**config.mk**
```make
export PLATFORM = sky130hd
export DESIGN_NAME = param_stack
export DESIGN_NICKNAME = d
export VERILOG_FILES = /design/src/rtl/param_stack.sv
export SDC_FILE = /design/constraint.sdc
export NUM_CORES = 2
export LEC_CHECK = 0
export CAP_MARGIN = 25
export CORE_ASPECT_RATIO = 0.5
export CORE_MARGIN = 3
export CORE_UTILIZATION = 26
export CTS_CLUSTER_DIAMETER = 80
export DETAILED_ROUTE_END_ITERATION = 16
export PLACE_DENSITY = 0.35
export SYNTH_ARGS = -nofsm -noshare
export SYNTH_HDL_FRONTEND = slang
export SYNTH_SLANG_ARGS = --single-unit
export TNS_END_PERCENT = 20
```
**constraint.sdc**
```tcl
create_clock -name clk -period 5.6 [get_ports clk]
set_clock_uncertainty 0.05 [all_clocks]
set_input_delay 0.56 -clock clk [delete_from_list [all_inputs] [get_ports clk]]
set_output_delay 0.56 -clock clk [all_outputs]
set_load 0.01 [all_outputs]
```
**src/rtl/param_stack.sv**
```systemverilog
// Parametrised LIFO stack: registered pop data with valid strobe, count, full/empty and sticky error flags.
// Optional peek outputs (top, top_valid) are added when PARAM_STACK_PEEK_EN is defined.
module param_stack #(
  parameter int DATA_W = 8,
  parameter int DEPTH  = 256,
  localparam int CNT_W = $clog2(DEPTH + 1)
) (
  input  logic              clk,
  input  logic              Reset,
  input  logic              push,
  input  logic              pop,
  input  logic [DATA_W-1:0] din,
  input  logic              err_clr,
  output logic [DATA_W-1:0] dout,
  output logic              dout_valid,
  output logic [CNT_W-1:0]  count,
  output logic              empty,
  output logic              full,
  output logic              overflow,
`ifdef PARAM_STACK_PEEK_EN
  output logic [DATA_W-1:0] top,
  output logic              top_valid,
`endif
  output logic              underflow
);

  localparam int AW = (DEPTH > 1) ? $clog2(DEPTH) : 1;
  localparam logic [CNT_W-1:0] LAST_C = CNT_W'(DEPTH - 1);
  localparam logic [CNT_W-1:0] ONE_C  = CNT_W'(1);

  logic [DATA_W-1:0] mem [DEPTH];

  logic [CNT_W-1:0] countM1;
  logic [AW-1:0]    topIdx;
  logic [AW-1:0]    pushIdx;
  logic             wrEn;
  logic [AW-1:0]    wrIdx;

  assign countM1 = count - ONE_C;
  assign topIdx  = countM1[AW-1:0];
  assign pushIdx = count[AW-1:0];

  // A plain push writes above the top; push+pop on a non-empty stack overwrites the top in place.
  always_comb begin
    wrEn  = 1'b0;
    wrIdx = pushIdx;
    if (push && !pop && !full) begin
      wrEn  = 1'b1;
      wrIdx = pushIdx;
    end else if (push && pop && !empty) begin
      wrEn  = 1'b1;
      wrIdx = topIdx;
    end
  end

  always_ff @(posedge clk) begin
    if (wrEn) begin
      mem[wrIdx] <= din;
    end
  end

  // Error clear is applied first so that a same-cycle rejection below still sets the flag.
  always_ff @(posedge clk) begin
    if (Reset) begin
      count      <= '0;
      empty      <= 1'b1;
      full       <= 1'b0;
      dout       <= '0;
      dout_valid <= 1'b0;
      overflow   <= 1'b0;
      underflow  <= 1'b0;
    end else begin
      dout_valid <= 1'b0;
      if (err_clr) begin
        overflow  <= 1'b0;
        underflow <= 1'b0;
      end
      if (push && pop) begin
        dout_valid <= 1'b1;
        if (empty) begin
          dout <= din;
        end else begin
          dout <= mem[topIdx];
        end
      end else if (push) begin
        if (full) begin
          overflow <= 1'b1;
        end else begin
          count <= count + ONE_C;
          empty <= 1'b0;
          full  <= (count == LAST_C);
        end
      end else if (pop) begin
        if (empty) begin
          underflow <= 1'b1;
        end else begin
          dout       <= mem[topIdx];
          dout_valid <= 1'b1;
          count      <= countM1;
          full       <= 1'b0;
          empty      <= (count == ONE_C);
        end
      end
    end
  end

`ifdef PARAM_STACK_PEEK_EN
  assign top       = empty ? '0 : mem[topIdx];
  assign top_valid = !empty;
`endif

endmodule

```
# Word-level counts from Yosys, hierarchy flattened
# Memory sizes are Yosys's and may differ from the RTL's.
# Index checks and enable logic that the tools add are counted.
[totals]
input_bits = 13
memories = 1
elab_cells = 66
reg_bits = 22
mem_bits_rw = 2048
output_inout_bits = 22
[mem_list]
columns = ["name", "words", "word_bits", "read_ports", "rd_clocked_by_memory_dff", "wr", "line_no", "text"]
rows = [
  ["mem", 256, 8, 1, 0, 1, "31", "logic [DATA_W-1:0] mem [DEPTH];"],
]
[op_classes]
mux = 36
bitwise_logic = 1
reduce_logical = 13
n_eq_ne = 6
n_addsub = 2
[op_table]
columns = ["cell", "n"]
rows = [
  ["2-to-1 mux 8 bit", 7],
  ["2-to-1 mux 9 bit", 4],
  ["2-to-1 mux 1 bit", 25],
  ["adder 9 x 1 -> 9 bit, second input constant", 1],
  ["equality test 9 x 1 -> 1 bit, second input constant", 1],
  ["equality test 9 x 8 -> 1 bit, second input constant", 1],
  ["AND reduction 3 bit", 3],
  ["subtractor 9 x 1 -> 9 bit, second input constant", 1],
  ["logical AND 1 bit", 4],
  ["!= test 2 x 1 -> 1 bit, second input constant", 2],
  ["!= test 2 bit, second input constant", 2],
  ["AND reduction 4 bit", 1],
  ["nonzero test 2 bit", 2],
  ["zero test 1 bit", 3],
  ["inverter 1 bit", 1],
]

# Depth between registers and ports, before layout
[depth]
word_depth = 6
ltp_mapped = 17
depth_no_buf = 9

# Worst setup path after synthesis
# No wires, ideal clock.
[synth_path]
path_type = "register to register"
start = "register count[0]"
end = "memory mem[145][0] (enable)"
arrival_time_ps = 3565
period_less_slack_ps = 3985
setup_time_ps = 370
required_time_ps = 5180
path_stages_with_launch = 16
setup_slack_ps = 1615
n_path_buf = 7
path_cell_list = "dfxtp_1 > buf_2 > inv_1 > clkbuf_1 > buf_2 > buf_2 > ha_1 > buf_2 > nor3b_1 > xnor2_1 > clkbuf_1 > nand2_1 > o32ai_1 > nand2_1 > clkbuf_1 > nor2_1"
[synth_via]
elab_chain_len = 3
[synth_rtl]
columns = ["item", "line_no", "text"]
rows = [
  ["start, declared", "16", "output logic [CNT_W-1:0] count,"],
  ["start signal, assigned", "89", "count <= count + ONE_C;"],
  ["start signal, assigned", "99", "count <= countM1;"],
  ["subtractor 9 x 1 -> 9 bit", "39", "assign countM1 = count - ONE_C;"],
  ["2-to-1 mux 8 bit", "50", "end else if (push && pop && !empty) begin"],
  ["2-to-1 mux 8 bit (*)", "47", "if (push && !pop && !full) begin"],
  ["end, declared", "31", ""],
]
# Mark *: on every way between the ends. The rest lies on a longest branch, timed or not.

# Final worst setup path
[layout_path]
start = "register count[1]"
end = "register dout[7]"
[layout_via]
elab_chain_len = 6
word_cells_on_any_way = 7
classes_between = "add/sub: 1; mux: 5; memory: 1"
[layout_rtl]
columns = ["item", "line_no", "text"]
rows = [
  ["subtractor 9 x 1 -> 9 bit (*)", "39", ""],
  ["memory (256 x 8 bit) (*)", "-", ""],
  ["2-to-1 mux 8 bit", "94", "if (empty) begin"],
  ["2-to-1 mux 8 bit", "93", "end else if (pop) begin"],
  ["2-to-1 mux 8 bit", "85", "end else if (push) begin"],
  ["2-to-1 mux 8 bit (*)", "78", "if (push && pop) begin"],
  ["end signal, assigned", "81", "dout <= din;"],
  ["end signal, assigned", "83", "dout <= mem[topIdx];"],
  ["end signal, assigned", "97", "dout <= mem[topIdx];"],
  ["end, declared", "14", "output logic [DATA_W-1:0] dout,"],
]
# Mark *: on every way between the ends. The rest lies on a longest branch, timed or not. The select of a mux whose other input is x is not followed.
# A chain may end at the register's enable or synchronous reset.

==> results.toml <==
[run_status]
status = "finished, final reports clean"

[placement]
portBuffers = 34
dp.cells = 9109
dp_hpwl_um = 168100
gp_congestion = 0.7984
dpl-instance-area_um2 = 89520

[grt]
antenna_found_initial = 23
grt_max_degree = 152
grt_pass1_vias = 46543
grt_usage_pct = 16.26
grt_first_pass_wirelength_um = 377200
grt_overflow = 0

[finish]
fillers = 30740
design_area_um2 = 96080
drive_above_1_share_pct = 11.25
fin_util_pct = 30.52
final_nets = 5156
multi_input_area_um2 = 19580
finalNonFillerCells = 9505
syn2layout_area_growth_pct = 15.87
regArea_um2 = 61940

[die]
fp-row-count = 145
initial_core_util_pct = 26.34
coreArea_um2 = 314800
die_h_um = 405.3
die_area_um2 = 326100
io_pins = 35
die_w_um = 804.7

[job]
drv_cap = 0

[synth]
synthesis.nets = 4995
ys_seq_elements = 2070
syn_area_um2 = 82920
muxShareOfSynthArea_pct = 12.49
synth-compound-area-share_pct = 5.452
synthFlopType = "edfxtp_1"
postSynthCellCount = 4978
synthXorXnorAreaFrac_pct = 0.2158
synth_top_family_by_area = "multiplexers"
ys_types = 68
synthAdderAreaFrac_pct = 0.06036
synth-edff-count = 2048
yosys_warnings = 0
avgSynthCellArea_um2 = 16.66
async_flop_share_pct = 0
ys_seq_area_share_pct = 74.70
synth-simple-area-share_pct = 5.180

[power_and_ir_drop]
total_leakage_power_nw = 29.65
vdd_drop_max_uv = 264.2
total_power_mw = 36.99
p_per_area_nw_per_um2 = 385.0

[detailed_routing]
via_per_inst = 4.762
met2_wirelength_um = 125200
route.detailed.drc = 0
vias = 45263
avgRoutedWirePerCell_um = 28.52
first_pass_iters = 5
top_layer_used = "met5"
met3_length_um = 11940
drt-initial-drc-count = 3939
drtAntennaViolNets = 0
wl_um = 271100
m1WireLength_um = 129200

[setup_path]
cp.arrival_ns = 5.57
crit_type = "flip-flop to flip-flop"
cp-end-kind = "flip-flop"
critical_path_required_ns = 6.31
cp-startpoint = "count[1]$_SDFFE_PP0P_"
cp-start-kind = "flip-flop"
crit_fanout = 73
r2r_slack_ns = 0.74
worstReg2RegStart = "count[1]$_SDFFE_PP0P_"

[clock_tree]
clk_latency_ns = 0.88
numCtsBuffers = 213
clk_path_buf_depth = 4
cts_resized = 0
cts_tree = "done"
clk_pin_slew_ns = 0.07
htree_levels = 4
cts_root_buf = "clkbuf_16"
clock-sinks = 2070

[timing]
finalSetupTns_ns = 0
rsz0062_at_grt = "false"
slew_violations = 0
post-route-period-util_pct = 86.84
setup_viol = 0
slew_headroom_pct = 24.32
tightest_slew_ns = 1.104
fin_crit_ns = 4.863
fmax_mhz = 205.6
finalHoldViolations = 0

[hold_path]
hold_path.class = "input pin to flip-flop"
worstHoldStart = "din[4]"
stage by stage:
stage | hold slack, ns | setup slack (ns)
floorplan | 0.4434 | 1.615
global placement | 0.4242 | 0.6899
detailed placement | 0.4354 | 0.7491
CTS | 0.03097 | 0.7260
global route | 0.02955 | 0.6475
finish | 0.07718 | 0.7372
what timing repair did:
item	in CTS	in global routing
buffers inserted	0	0
hold buffers	3	0
endpoints found under the hold margin	37	0
per-layer routing:
layer | global-route usage, % | vias up
met1 | 23.35 | 23852
li1 | - | 20146
met3 | 2.300 | 286
met4 | 2.932 | 2
met2 | 26.43 | 977
met5 | 0 | -
state kept, by name, indices dropped and copies added, names as in the netlist:
signal	flops
count	9
dout_valid	1
mem	2048
dout	8
full	1
empty	1
overflow	1
underflow	1
cells in the final DEF, fill, tap and decap left out, types with 7 or more instances in the layout:
master / n
a21oi_1: 27
and3_1: 22
bufinv_16: 12
mux2_2: 8
buf_8: 8
o41a_1: 7
nand2_1: 55
and4_1: 13
a22o_1: 8
nand2_2: 17
clkbuf_16: 214
nand4_1: 52
a21boi_0: 10
a22oi_1: 385
buf_4: 208
clkinv_1: 51
inv_1: 15
nor4_1: 8
clkinv_2: 37
a32oi_1: 13
dfxtp_1: 21
mux2i_1: 1024
nor2_1: 281
a41oi_1: 28
o32ai_1: 8
o21ai_0: 45
nand3_1: 402
a21boi_1: 11
o22ai_1: 9
buf_12: 37
o211ai_1: 15
a21o_1: 8
edfxtp_1: 2048
diode_2: 10
clkbuf_1: 50
clkdlybuf4s50_1: 26
cells in the mapped netlist (4+ instances only):
cell type	n	area [um^2]
xnor2_1	8	70.07
buf_1	52	195.2
mux2_2	8	90.09
nand4_1	52	325.3
o31ai_1	4	30.03
o41a_1	7	78.83
clkbuf_1	107	401.6
ha_1	4	50.05
a22o_1	8	70.07
dfxtp_1	22	440.4
nand2_1	71	266.5
inv_1	16	60.06
nor2_1	288	1081
a21boi_0	10	75.07
nand2b_1	5	31.28
a211oi_1	4	30.03
o21ai_0	45	225.2
a22oi_1	385	2890
a21boi_1	11	82.58
a21oi_1	27	135.1
o22ai_1	9	56.30
edfxtp_1	2048	61500
a32oi_1	13	113.9
o32ai_1	8	70.07
a21o_1	8	60.06
buf_2	174	870.8
nor4_1	10	62.56
mux2i_1	1024	10250
xor2_1	5	43.79
a2111oi_0	5	43.79
and3_1	22	137.6
nand3_1	402	2012
a41oi_1	28	245.2
o211ai_1	15	112.6
xnor2_2	4	65.06
a221oi_1	6	52.55
and4_1	13	113.9
path summary, 6_finish.rpt:
kind,end,cells past startpoint
worst min-delay path,mem[167][4]$_DFFE_PP_,1
worst max register to register,dout[7]$_SDFFE_PP0P_,10
worst max-delay path,dout[7]$_SDFFE_PP0P_,10
worst min register to register,underflow$_SDFF_PP0_,2
power breakdown:
part | switching [mW] | leakage [nW] | internal, mW
Clock | 6.07 | 3.19 | 7.63
Combinational | 4.27 | 7.88 | 1.91
Sequential | 0.0500 | 18.6 | 17.1
Total | 10.4 | 29.7 | 26.6
critical path, stage by stage, from the launching register on:
cell and delay [ns]:
dfxtp_1 0.53, inv_1 0.21, ha_4 0.79, buf_12 0.32, buf_12 0.29, mux2i_1 0.33, a22oi_1 0.13, and3_1 0.29
o21ai_0 0.81, o2111ai_1 0.23, a32o_1 0.27
cell families (layout without fill, tap and decap cells):
logic type | Yosys count | count (layout)
multiplexers | 1033 | 1033
AO/OA/AOI/OAI | 610 | 610
AND/OR/NAND/NOR | 889 | 889
flip-flops | 2070 | 2070
adder cells (fa/ha/maj) | 4 | 4
other | 0 | 10
buffers and inverters | 355 | 683
XOR/XNOR | 17 | 17
layout make-up:
type,instances,area share (%)
diodes,10,0.02604
clock buffers,270,5.855
well taps,4189,5.455
multi-input cells,2553,20.38
repair buffers,284,2.839
clock inverters,112,0.9116
flip-flops and latches,2070,64.47
inverters,17,0.06902
Note: power is estimated with default switching activity, not from simulation.
